$ cat src/rtl/mul_io_pkg.sv
// Shared definitions for the multiplier-tile host: io pin indices, host
// states and the reference-product check used at capture time.
package mul_io_pkg;

  localparam int unsigned IO_CLK   = 0;
  localparam int unsigned IO_RST   = 1;
  localparam int unsigned IO_X_LSB = 2;
  localparam int unsigned IO_S     = 6;
  localparam int unsigned IO_RDY   = 7;

  typedef enum logic [1:0] {RESET, IDLE, WAIT, DONE} state_t;

  // Returns 1 when the observed tile word disagrees with x*y truncated to pw
  // bits. In signed mode operands are sign-extended and the sign pin must
  // equal the product MSB; otherwise the sign pin is ignored.
  function automatic logic ref_mismatch(input logic [31:0] x,
                                        input logic [31:0] y,
                                        input logic [31:0] obs,
                                        input int unsigned xw,
                                        input int unsigned yw,
                                        input int unsigned pw,
                                        input logic        sgn);
    logic [31:0] xm;
    logic [31:0] ym;
    logic [31:0] pmask;
    logic [31:0] prod;
    logic [31:0] p_obs;
    logic        s_ref;
    logic        s_obs;
    xm = x & ~(32'hFFFF_FFFF << xw);
    ym = y & ~(32'hFFFF_FFFF << yw);
    if (sgn && (((xm >> (xw - 1)) & 32'd1) != 32'd0)) xm = xm | (32'hFFFF_FFFF << xw);
    if (sgn && (((ym >> (yw - 1)) & 32'd1) != 32'd0)) ym = ym | (32'hFFFF_FFFF << yw);
    pmask = ~(32'hFFFF_FFFF << pw);
    prod  = (xm * ym) & pmask;
    p_obs = obs & pmask;
    s_ref = ((prod >> (pw - 1)) & 32'd1) != 32'd0;
    s_obs = ((obs >> IO_S) & 32'd1) != 32'd0;
    return (prod != p_obs) || (sgn && (s_ref != s_obs));
  endfunction

endpackage

$ cat src/rtl/mul_io_if.sv
// Operand/result handshakes plus the 8-bit tile pin bus.
interface mul_io_if #(
  parameter int unsigned XW = 2,
  parameter int unsigned YW = 2,
  parameter int unsigned PW = 4
) ();
  logic          op_valid;
  logic          op_ready;
  logic [XW-1:0] op_x;
  logic [YW-1:0] op_y;
  logic [7:0]    io_in;
  logic [7:0]    io_out;
  logic          res_valid;
  logic          res_ready;
  logic [PW-1:0] res_p;
  logic          res_s;
  logic          res_timeout;
  logic          res_mismatch;
  logic          busy;

  modport master (
    input  op_valid, op_x, op_y, io_out, res_ready,
    output op_ready, io_in, res_valid, res_p, res_s, res_timeout, res_mismatch, busy
  );

  modport slave (
    output op_valid, op_x, op_y, io_out, res_ready,
    input  op_ready, io_in, res_valid, res_p, res_s, res_timeout, res_mismatch, busy
  );
endinterface

$ cat src/rtl/mul_io_tclk_gen.sv
// Free-running tile clock divider. Strobes are asserted in the clk cycle whose
// closing edge toggles tclk, so logic using them updates on that same edge.
module mul_io_tclk_gen #(
  parameter int unsigned CLK_DIV = 2
) (
  input  logic clk,
  input  logic rst_n,
  output logic tclk,
  output logic tile_rise,
  output logic tile_fall
);
  import mul_io_pkg::*;

  localparam int unsigned DW = (CLK_DIV > 1) ? $clog2(CLK_DIV) : 1;

  logic [DW-1:0] div_q;
  logic          tclk_q;
  logic          toggle;

  // Edge strobes decoded from the divider state.
  always_comb begin
    toggle    = (div_q == DW'(CLK_DIV - 1));
    tile_rise = toggle && !tclk_q;
    tile_fall = toggle && tclk_q;
    tclk      = tclk_q;
  end

  // Divider counter and tile clock register.
  always_ff @(posedge clk or negedge rst_n) begin
    if (!rst_n) begin
      div_q  <= '0;
      tclk_q <= 1'b0;
    end else if (toggle) begin
      div_q  <= '0;
      tclk_q <= ~tclk_q;
    end else begin
      div_q  <= div_q + 1'b1;
    end
  end

endmodule

$ cat src/rtl/mul_io_host.sv
// Host-side driver for a multiplier tile: clocks and resets the tile, presents
// operands, waits for rdy / fixed latency / timeout, captures and checks the
// product and hands it back over a valid/ready result port.
module mul_io_host #(
  parameter int unsigned XW         = 2,
  parameter int unsigned YW         = 2,
  parameter int unsigned PW         = 4,
  parameter int unsigned SIGNED     = 0,
  parameter int unsigned CLK_DIV    = 2,
  parameter int unsigned RST_CYCLES = 2,
  parameter int unsigned USE_RDY    = 1,
  parameter int unsigned FIXED_LAT  = 1,
  parameter int unsigned TIMEOUT    = 15
) (
  input logic      clk,
  input logic      rst_n,
  mul_io_if.master bus
);
  import mul_io_pkg::*;

  localparam int unsigned M1      = (RST_CYCLES > TIMEOUT) ? RST_CYCLES : TIMEOUT;
  localparam int unsigned CNT_MAX = (M1 > FIXED_LAT) ? M1 : FIXED_LAT;
  localparam int unsigned CW      = (CNT_MAX < 1) ? 1 : $clog2(CNT_MAX + 1);
  localparam logic [CW-1:0] RST_C = CW'(RST_CYCLES);
  localparam logic [CW-1:0] LAT_C = CW'(FIXED_LAT);
  localparam logic [CW-1:0] TO_C  = CW'(TIMEOUT);

  state_t        state_q, state_d;
  logic [CW-1:0] cnt_q;
  logic [XW-1:0] x_q;
  logic [YW-1:0] y_q;
  logic          trst_q;
  logic [PW-1:0] res_p_q;
  logic          res_s_q;
  logic          res_to_q;
  logic          res_mm_q;

  logic tclk, tile_rise, tile_fall;
  logic accept, to_hit, rdy_hit, capture, rst_done, mismatch;
  logic [7:0] io;

  mul_io_tclk_gen #(.CLK_DIV(CLK_DIV)) u_tclk (
    .clk       (clk),
    .rst_n     (rst_n),
    .tclk      (tclk),
    .tile_rise (tile_rise),
    .tile_fall (tile_fall)
  );

  // Event decode: accept, completion conditions and reference check.
  always_comb begin
    accept   = (state_q == IDLE) && bus.op_valid;
    to_hit   = (cnt_q == TO_C);
    rdy_hit  = (USE_RDY != 0) ? ((cnt_q != '0) && bus.io_out[IO_RDY]) : (cnt_q >= LAT_C);
    capture  = (state_q == WAIT) && tile_fall && (to_hit || rdy_hit);
    rst_done = (state_q == RESET) && tile_fall && (cnt_q >= RST_C);
    mismatch = ref_mismatch(32'(x_q), 32'(y_q), 32'(bus.io_out), XW, YW, PW, SIGNED != 0);
  end

  // State register.
  always_ff @(posedge clk or negedge rst_n) begin
    if (!rst_n) state_q <= RESET;
    else        state_q <= state_d;
  end

  // Next-state logic.
  always_comb begin
    state_d = state_q;
    case (state_q)
      RESET: if (rst_done)      state_d = IDLE;
      IDLE:  if (accept)        state_d = WAIT;
      WAIT:  if (capture)       state_d = DONE;
      DONE:  if (bus.res_ready) state_d = IDLE;
      default:                  state_d = RESET;
    endcase
  end

  // Saturating tile-rise counter, shared by the RESET and WAIT phases.
  always_ff @(posedge clk or negedge rst_n) begin
    if (!rst_n) begin
      cnt_q <= '0;
    end else if (accept || rst_done) begin
      cnt_q <= '0;
    end else if ((state_q == RESET || state_q == WAIT) && tile_rise && (cnt_q != '1)) begin
      cnt_q <= cnt_q + 1'b1;
    end
  end

  // Tile reset, operand and result registers.
  always_ff @(posedge clk or negedge rst_n) begin
    if (!rst_n) begin
      trst_q   <= 1'b1;
      x_q      <= '0;
      y_q      <= '0;
      res_p_q  <= '0;
      res_s_q  <= 1'b0;
      res_to_q <= 1'b0;
      res_mm_q <= 1'b0;
    end else begin
      if (rst_done) trst_q <= 1'b0;
      if (accept) begin
        x_q <= bus.op_x;
        y_q <= bus.op_y;
      end
      if (capture) begin
        res_p_q  <= bus.io_out[PW-1:0];
        res_s_q  <= bus.io_out[IO_S];
        res_to_q <= to_hit;
        res_mm_q <= mismatch;
      end
    end
  end

  // Pin bus assembled purely from registers.
  always_comb begin
    io                    = '0;
    io[IO_CLK]            = tclk;
    io[IO_RST]            = trst_q;
    io[IO_X_LSB +: XW]    = x_q;
    io[IO_X_LSB+XW +: YW] = y_q;
  end

  assign bus.io_in        = io;
  assign bus.op_ready     = (state_q == IDLE);
  assign bus.res_valid    = (state_q == DONE);
  assign bus.busy         = (state_q != IDLE);
  assign bus.res_p        = res_p_q;
  assign bus.res_s        = res_s_q;
  assign bus.res_timeout  = res_to_q;
  assign bus.res_mismatch = res_mm_q;

endmodule
$ cat src/flat_wrapper.sv
// flat-port wrapper written by rule: the top's interface ports become plain ports
module mul_io_host_flat import mul_io_pkg::*;
#(
  parameter int unsigned XW         = 2,
  parameter int unsigned YW         = 2,
  parameter int unsigned PW         = 4,
  parameter int unsigned SIGNED     = 0,
  parameter int unsigned CLK_DIV    = 2,
  parameter int unsigned RST_CYCLES = 2,
  parameter int unsigned USE_RDY    = 1,
  parameter int unsigned FIXED_LAT  = 1,
  parameter int unsigned TIMEOUT    = 15
)
  (clk, rst_n, bus_op_valid, bus_op_x, bus_op_y, bus_io_out, bus_res_ready, bus_op_ready, bus_io_in, bus_res_valid, bus_res_p, bus_res_s, bus_res_timeout, bus_res_mismatch, bus_busy);
  mul_io_if #(.XW(XW), .YW(YW), .PW(PW)) bus_i ();
  input logic clk;
  input logic rst_n;
  input wire logic [$bits(bus_i.op_valid)-1:0] bus_op_valid;
  input wire logic [$bits(bus_i.op_x)-1:0] bus_op_x;
  input wire logic [$bits(bus_i.op_y)-1:0] bus_op_y;
  input wire logic [$bits(bus_i.io_out)-1:0] bus_io_out;
  input wire logic [$bits(bus_i.res_ready)-1:0] bus_res_ready;
  output wire logic [$bits(bus_i.op_ready)-1:0] bus_op_ready;
  output wire logic [$bits(bus_i.io_in)-1:0] bus_io_in;
  output wire logic [$bits(bus_i.res_valid)-1:0] bus_res_valid;
  output wire logic [$bits(bus_i.res_p)-1:0] bus_res_p;
  output wire logic [$bits(bus_i.res_s)-1:0] bus_res_s;
  output wire logic [$bits(bus_i.res_timeout)-1:0] bus_res_timeout;
  output wire logic [$bits(bus_i.res_mismatch)-1:0] bus_res_mismatch;
  output wire logic [$bits(bus_i.busy)-1:0] bus_busy;
  assign bus_i.op_valid = bus_op_valid;
  assign bus_i.op_x = bus_op_x;
  assign bus_i.op_y = bus_op_y;
  assign bus_i.io_out = bus_io_out;
  assign bus_i.res_ready = bus_res_ready;
  assign bus_op_ready = bus_i.op_ready;
  assign bus_io_in = bus_i.io_in;
  assign bus_res_valid = bus_i.res_valid;
  assign bus_res_p = bus_i.res_p;
  assign bus_res_s = bus_i.res_s;
  assign bus_res_timeout = bus_i.res_timeout;
  assign bus_res_mismatch = bus_i.res_mismatch;
  assign bus_busy = bus_i.busy;
  mul_io_host #(.XW(XW), .YW(YW), .PW(PW), .SIGNED(SIGNED), .CLK_DIV(CLK_DIV), .RST_CYCLES(RST_CYCLES), .USE_RDY(USE_RDY), .FIXED_LAT(FIXED_LAT), .TIMEOUT(TIMEOUT)) u_core (.clk(clk), .rst_n(rst_n), .bus(bus_i));
endmodule
$ cat config.mk
export PLATFORM = sky130hd
export DESIGN_NAME = mul_io_host_flat
export DESIGN_NICKNAME = d
export VERILOG_FILES = /design/src/rtl/mul_io_pkg.sv /design/src/rtl/mul_io_if.sv /design/src/rtl/mul_io_tclk_gen.sv /design/src/rtl/mul_io_host.sv /design/src/flat_wrapper.sv
export SDC_FILE = /design/constraint.sdc
export NUM_CORES = 1
export LEC_CHECK = 0
export BUFFER_PORTS_ARGS = -buffer_cell sky130_fd_sc_hd__buf_2
export CAP_MARGIN = 30
export CELL_PAD_IN_SITES_DETAIL_PLACEMENT = 1
export CELL_PAD_IN_SITES_GLOBAL_PLACEMENT = 2
export CORE_MARGIN = 1.5
export CORE_UTILIZATION = 28
export DETAILED_ROUTE_END_ITERATION = 8
export PLACE_DENSITY = 0.8
export SYNTH_ARGS = -nofsm -noshare
export SYNTH_HDL_FRONTEND = slang
export SYNTH_SLANG_ARGS = --single-unit
$ cat constraint.sdc
create_clock -name clk -period 1.8 [get_ports clk]
set_input_delay 0.09 -clock clk [delete_from_list [all_inputs] [get_ports clk]]
set_output_delay 0.09 -clock clk [all_outputs]
set_load 0.005 [all_outputs]
* Yosys cells after proc, flatten, opt, wreduce, memory -nomap -nowiden
Index checks and enable logic that the tools add are counted.
** Word-level totals
- Bits in registers :: 20
- Bits of input ports :: 16
- Output and inout bits :: 18
- Logic and storage cells :: 53
** Cells by class
- $add $sub $neg :: 2
- Multipliers :: 1
- Order comparisons :: 1
- Equality and inequality tests :: 11
- Mux-type cells :: 8
- Bitwise logic cells :: 1
- Reduce and logical (&&, ||, !) cells :: 18
** Operators by type and width (count)
- logical AND 1 bit :: 10
- 2-to-1 mux 2 bit :: 4
- 2-to-1 mux 4 bit :: 2
- inequality test 2 x 1 -> 1 bit, second input constant :: 4
- one-hot mux 2 bit (4 select lines) :: 1
- adder 4 x 1 -> 4 bit, second input constant :: 1
- equality test 2 bit, second input constant :: 2
- equality test 4 bit, second input constant :: 1
- >= comparator 4 x 2 -> 1 bit, second input constant :: 1
- multiplier 2 x 2 -> 4 bit :: 1
- inequality test 4 bit :: 1
- inequality test 4 bit, second input constant :: 1
- AND reduction 4 bit :: 1
- nonzero test 4 bit :: 1
- logical OR 1 bit :: 3
- equality test 2 x 1 -> 1 bit, second input constant :: 1
- zero test 2 bit :: 1
- inequality test 2 bit, second input constant :: 1
- nonzero test 2 bit :: 1
- adder 1 bit, second input constant :: 1
- zero test 1 bit :: 1
- 2-to-1 mux 1 bit :: 1
- inverter 1 bit :: 1

* Longest topological paths before layout
- Word-level depth :: 6
- Gate-level depth with buffers :: 6
- Gate-level depth less buffers :: 6

* Cells and area by module
From an unflattened synthesis, not the netlist that was laid out.
** Unflattened totals
- Cell total of the unflattened synthesis :: 98
- Area, all modules :: 1164.9 um^2
** By module, submodules not included
- mul_io_host :: times used 1, cells each 92, area each 1086.0 um^2, sequential area each 451.7 um^2
- mul_io_tclk_gen :: times used 1, cells each 6, area each 78.8 um^2, sequential area each 50.0 um^2

* Worst setup path after synthesis
No wires, ideal clock.
- Path type :: register to register
- Start :: reg u_core.cnt_q[0]
- End :: reg u_core.state_q[1]
- Arrival :: 1.765 ns
- Data required time :: 1.673 ns
- Slack :: -0.093 ns
- Cell stages (with the launch flop) :: 7
- Period minus slack after synthesis :: 1.893 ns
- Cells stage by stage :: dfrtp_1 -> inv_1 -> ha_1 -> or4_4 -> o2111ai_2 -> a311o_2 -> mux2_1
** Between the ends
- Cells in the longest elaborated chain, start to end :: 6
** RTL lines
- start, declared :: line mul_io_host.sv:29 : logic [CW-1:0] cnt_q;
- start signal, assigned :: line mul_io_host.sv:85 : cnt_q <= cnt_q + 1'b1;
- branches (longest 5 deep; another with >= comparator 4 x 2 -> 1 bit)
- AND reduction 4 bit (no source line) (*)
- end signal, assigned :: line mul_io_host.sv:63 : else state_q <= state_d;
- end, declared :: line mul_io_host.sv:28 : state_t state_q, state_d;
Every way passes the cells marked *.
A chain may end at the register's enable or synchronous reset.

* Final worst setup path
- Start :: reg u_core.cnt_q[1]
- End :: reg u_core.state_q[1]
The elaborated chain is that of the path after synthesis.

==> run_results.csv <==
group,metric,value,unit
route,routedWlPerCell,12.4,um
logic_synthesis,netlist_top_cells_area,"dfrtp_1 (43%), ha_1 (10%), mux2_2 (10%)",
flow_run,maxCapViolations,0,
pwr,swShare,33.5,%
grt,grtUsageMet1,17.3,%
cells_and_area,final_layout_size_suffix_gt1_share,47.2,%
logic_synthesis,synth_cell_types,29,
clock_network,worstSkewPairLatency,0.26,ns
logic_synthesis,synth_warnings,0,
critical_path,worstReg2RegStart,"u_core.cnt_q[1]",
clock_network,ctsLongestPathBuffers,2,
critical_path,cp_data_arrival_time,1.93,ns
floorplanning,die_y,66.0,um
grt,use_met3,3.58,%
sta,finalCritPeriodShare,99.0,%
logic_synthesis,synth-seq-area-share,45.1,%
pwr,seq_power_share,33.4,%
cells_and_area,antenna_cells,0,
logic_synthesis,synth_top_area_cell,"dfrtp_1",
clock_network,cts_root_buf,"clkbuf_8",
route,drt_iter0_markers,37,
floorplanning,dieArea,4360,um^2
grt,antenna_found_initial,0,
floorplanning,io_pins,34,
grt,grt_busiest_layer,"met2",
pwr,switchingPower,0.692,mW
pwr,combPwrFrac,52.3,%
cells_and_area,final_nets,170,
sta,rsz0062_at_grt,"yes",
critical_path,criticalPathCategory,"flop to flop",
place,numPortBuffers,29,
logic_synthesis,ys_ff_latch,20,
grt,grt_pass1_vias,933,
pwr,p_leak,0.761,nW
outcome,status,"complete, no violations",
route,num_vias,834,
pwr,p_per_area,1390,nW/um^2
place,dpl_cell_area,1390,um^2
clock_network,cts_buffers,3,
route,drtAntennaViolNets,0,
floorplanning,start_util,29.7,%
critical_path,end_kind,"flop",
place,pre_cts_slack,-0.0336,ns
critical_path,crit_start,"u_core.cnt_q[1]",
clock_network,cts.sinks,20,
sta,setup_violations,0,
critical_path,cp_max_fo,3,
pwr,clock_power_share,14.3,%
clock_network,clk_pin_slew_worst_paths,0.07,ns
floorplanning,fp.dieW,66.0,um
cells_and_area,fin_area,1480,um^2
logic_synthesis,async_reset_ff_share,100,%
logic_synthesis,ys.flop_type,"dfrtp_1",
sta,clock_skew,0.00444,ns
cells_and_area,register_area,502,um^2
logic_synthesis,synth_most_common_cell,"dfrtp_1",
grt,met2_usage,22.7,%
sta,final_max_slew_viol_count,0,
clock_network,tritoncts,"yes",
grt,grt.total_usage,13.4,%
grt,grt_max_degree,21,
cells_and_area,area_delta_synth_final,33.1,%
place,dp_hpwl,1.99,mm
pwr,p_int,1.37,mW
hold_path,min_from,"bus_op_y[1]",
clock_network,cts-htree-levels,1,
logic_synthesis,synth_top_area_share,42.7,%
sta,fmax,561,MHz
route,vias_per_cell,4.34,
critical_path,startpoint_type,"flop",
grt,grt_pass1_wl,4.42,mm
floorplanning,num_rows,22,
logic_synthesis,ys_top_cells_by_count,"dfrtp_1 (19), inv_1 (11), mux2_2 (10)",
sta,min_period,1.78,ns
floorplanning,core_area,3740,um^2
grt,grt-ovfl-total,0,
route,drc,0,
logic_synthesis,synth_edf_count,0,
logic_synthesis,netlist_area,1110,um^2
logic_synthesis,syn_inst,100,
place,gp_congestion,0.692,
hold_path,hold_path_class,"primary input to flop",
pwr,vdd_drop_max,599,uV
logic_synthesis,syn_avg_cell_area,11.1,um^2
cells_and_area,fill_cells,452,
sta,hold_violations,0,
route,drt-pass1-iter-count,4,
route,wirelength,2.38,mm
critical_path,critPathRequiredTime,1.95,ns
sta,fin_ws,0.0178,ns
cells_and_area,multi_input_area,579,um^2
-- layout by cell type, fill, tap and decap left out, types with 2 or more instances in the layout --
cell,Yosys,routed
conb_1,1,2
nand2_1,4,4
nand4_1,2,2
dfrtp_1,19,19
xor2_1,2,2
inv_1,11,10
clkbuf_8,0,3
nand3_1,2,2
mux2_2,10,10
xnor2_1,6,5
buf_2,0,29
and2_1,4,4
mux2i_1,2,2
nand2b_1,4,4
ha_1,9,8
buf_4,4,13
nor2_1,6,6
-- power by group through the flow --
stage                     logic, mW  registers [mW]  clock network (mW)
after global placement        0.997           0.689                   0
after CTS                      1.06           0.696               0.313
after detailed placement       1.04           0.701                   0
after floorplan               0.582           0.709                   0
after global routing           1.22           0.716               0.338
final                          1.08           0.689               0.295
-- registers in the layout, indices dropped and copies added, names as in the netlist --
signal and count:
u_core.x_q 2, u_core.u_tclk.div_q 1, u_core.bus.res_p 4, u_core.state_q 2, u_core.cnt_q 4, u_core.trst_q 1, u_core.bus.res_timeout 1, u_core.u_tclk.tclk 1
u_core.bus.res_mismatch 1, u_core.bus.res_s 1, u_core.y_q 2
-- cells by family (layout without fill, tap and decap cells) --
logic type	after synthesis	count (layout)	share of synthesized area, %
XOR/XNOR	8	8	6.30
multiplexers	13	13	12.9
other	1	2	0.337
flip-flops	20	20	45.1
buffers and inverters	15	58	6.41
adder cells (fa/ha/maj)	9	9	10.1
AND/OR/NAND/NOR	27	27	13.3
AO/OA/AOI/OAI	7	7	5.51
-- worst paths after layout --
path,to,slack [ns],depth (start not counted)
min reg2reg,u_core.trst_q,0.49,1
max reg2reg,u_core.state_q[1],0.02,5
min,u_core.y_q[1],0.06,2
max in group asynchronous,u_core.trst_q,1.16,2
min in group asynchronous,u_core.bus.res_mismatch,0.31,2
max,u_core.state_q[1],0.02,5
-- repair_timing --
action                     in CTS  in global routing
hold endpoints to repair       19                  0
pin swaps                       2                  0
setup endpoints to repair       1                  5
hold buffers                    1                  0
gates resized for setup         2                  6
buffers inserted                0                  1
-- final cells by class --
type / count / share of cell area [%]
multi-input combinational: 66 / 39.1
sequential: 20 / 33.9
timing repair buffer: 43 / 17.1
tap: 48 / 4.06
clock buffer: 4 / 3.04
inverter: 11 / 2.79
-- through the flow --
step	setup TNS, ns	utilization [%]	instances	total power, mW	hold slack (ns)
final	0	39.5	192	2.06	0.0641
after floorplan	0	-	101	1.29	-0.206
after global routing	-0.0974	39.5	192	2.27	0.0556
after CTS	-0.00283	38.5	191	2.06	0.0570
after global placement	0	37.0	186	1.69	0.0551
after detailed placement	-0.0336	37.0	186	1.75	0.0650
-- per-layer routing --
layer	part of all wire, %	routed length [um]
met5	0	0
met4	0.71	17
met1	44	1050
met3	3.5	83
met2	52	1230
-- worst max-delay path, stage by stage, from the launching register on --
cell and delay [ns]:
dfrtp_1 0.41, ha_2 0.17, or4_4 0.44, o2111ai_2 0.19, a311o_2 0.16, mux2_4 0.30
Note: power is estimated with default switching activity, not from simulation.
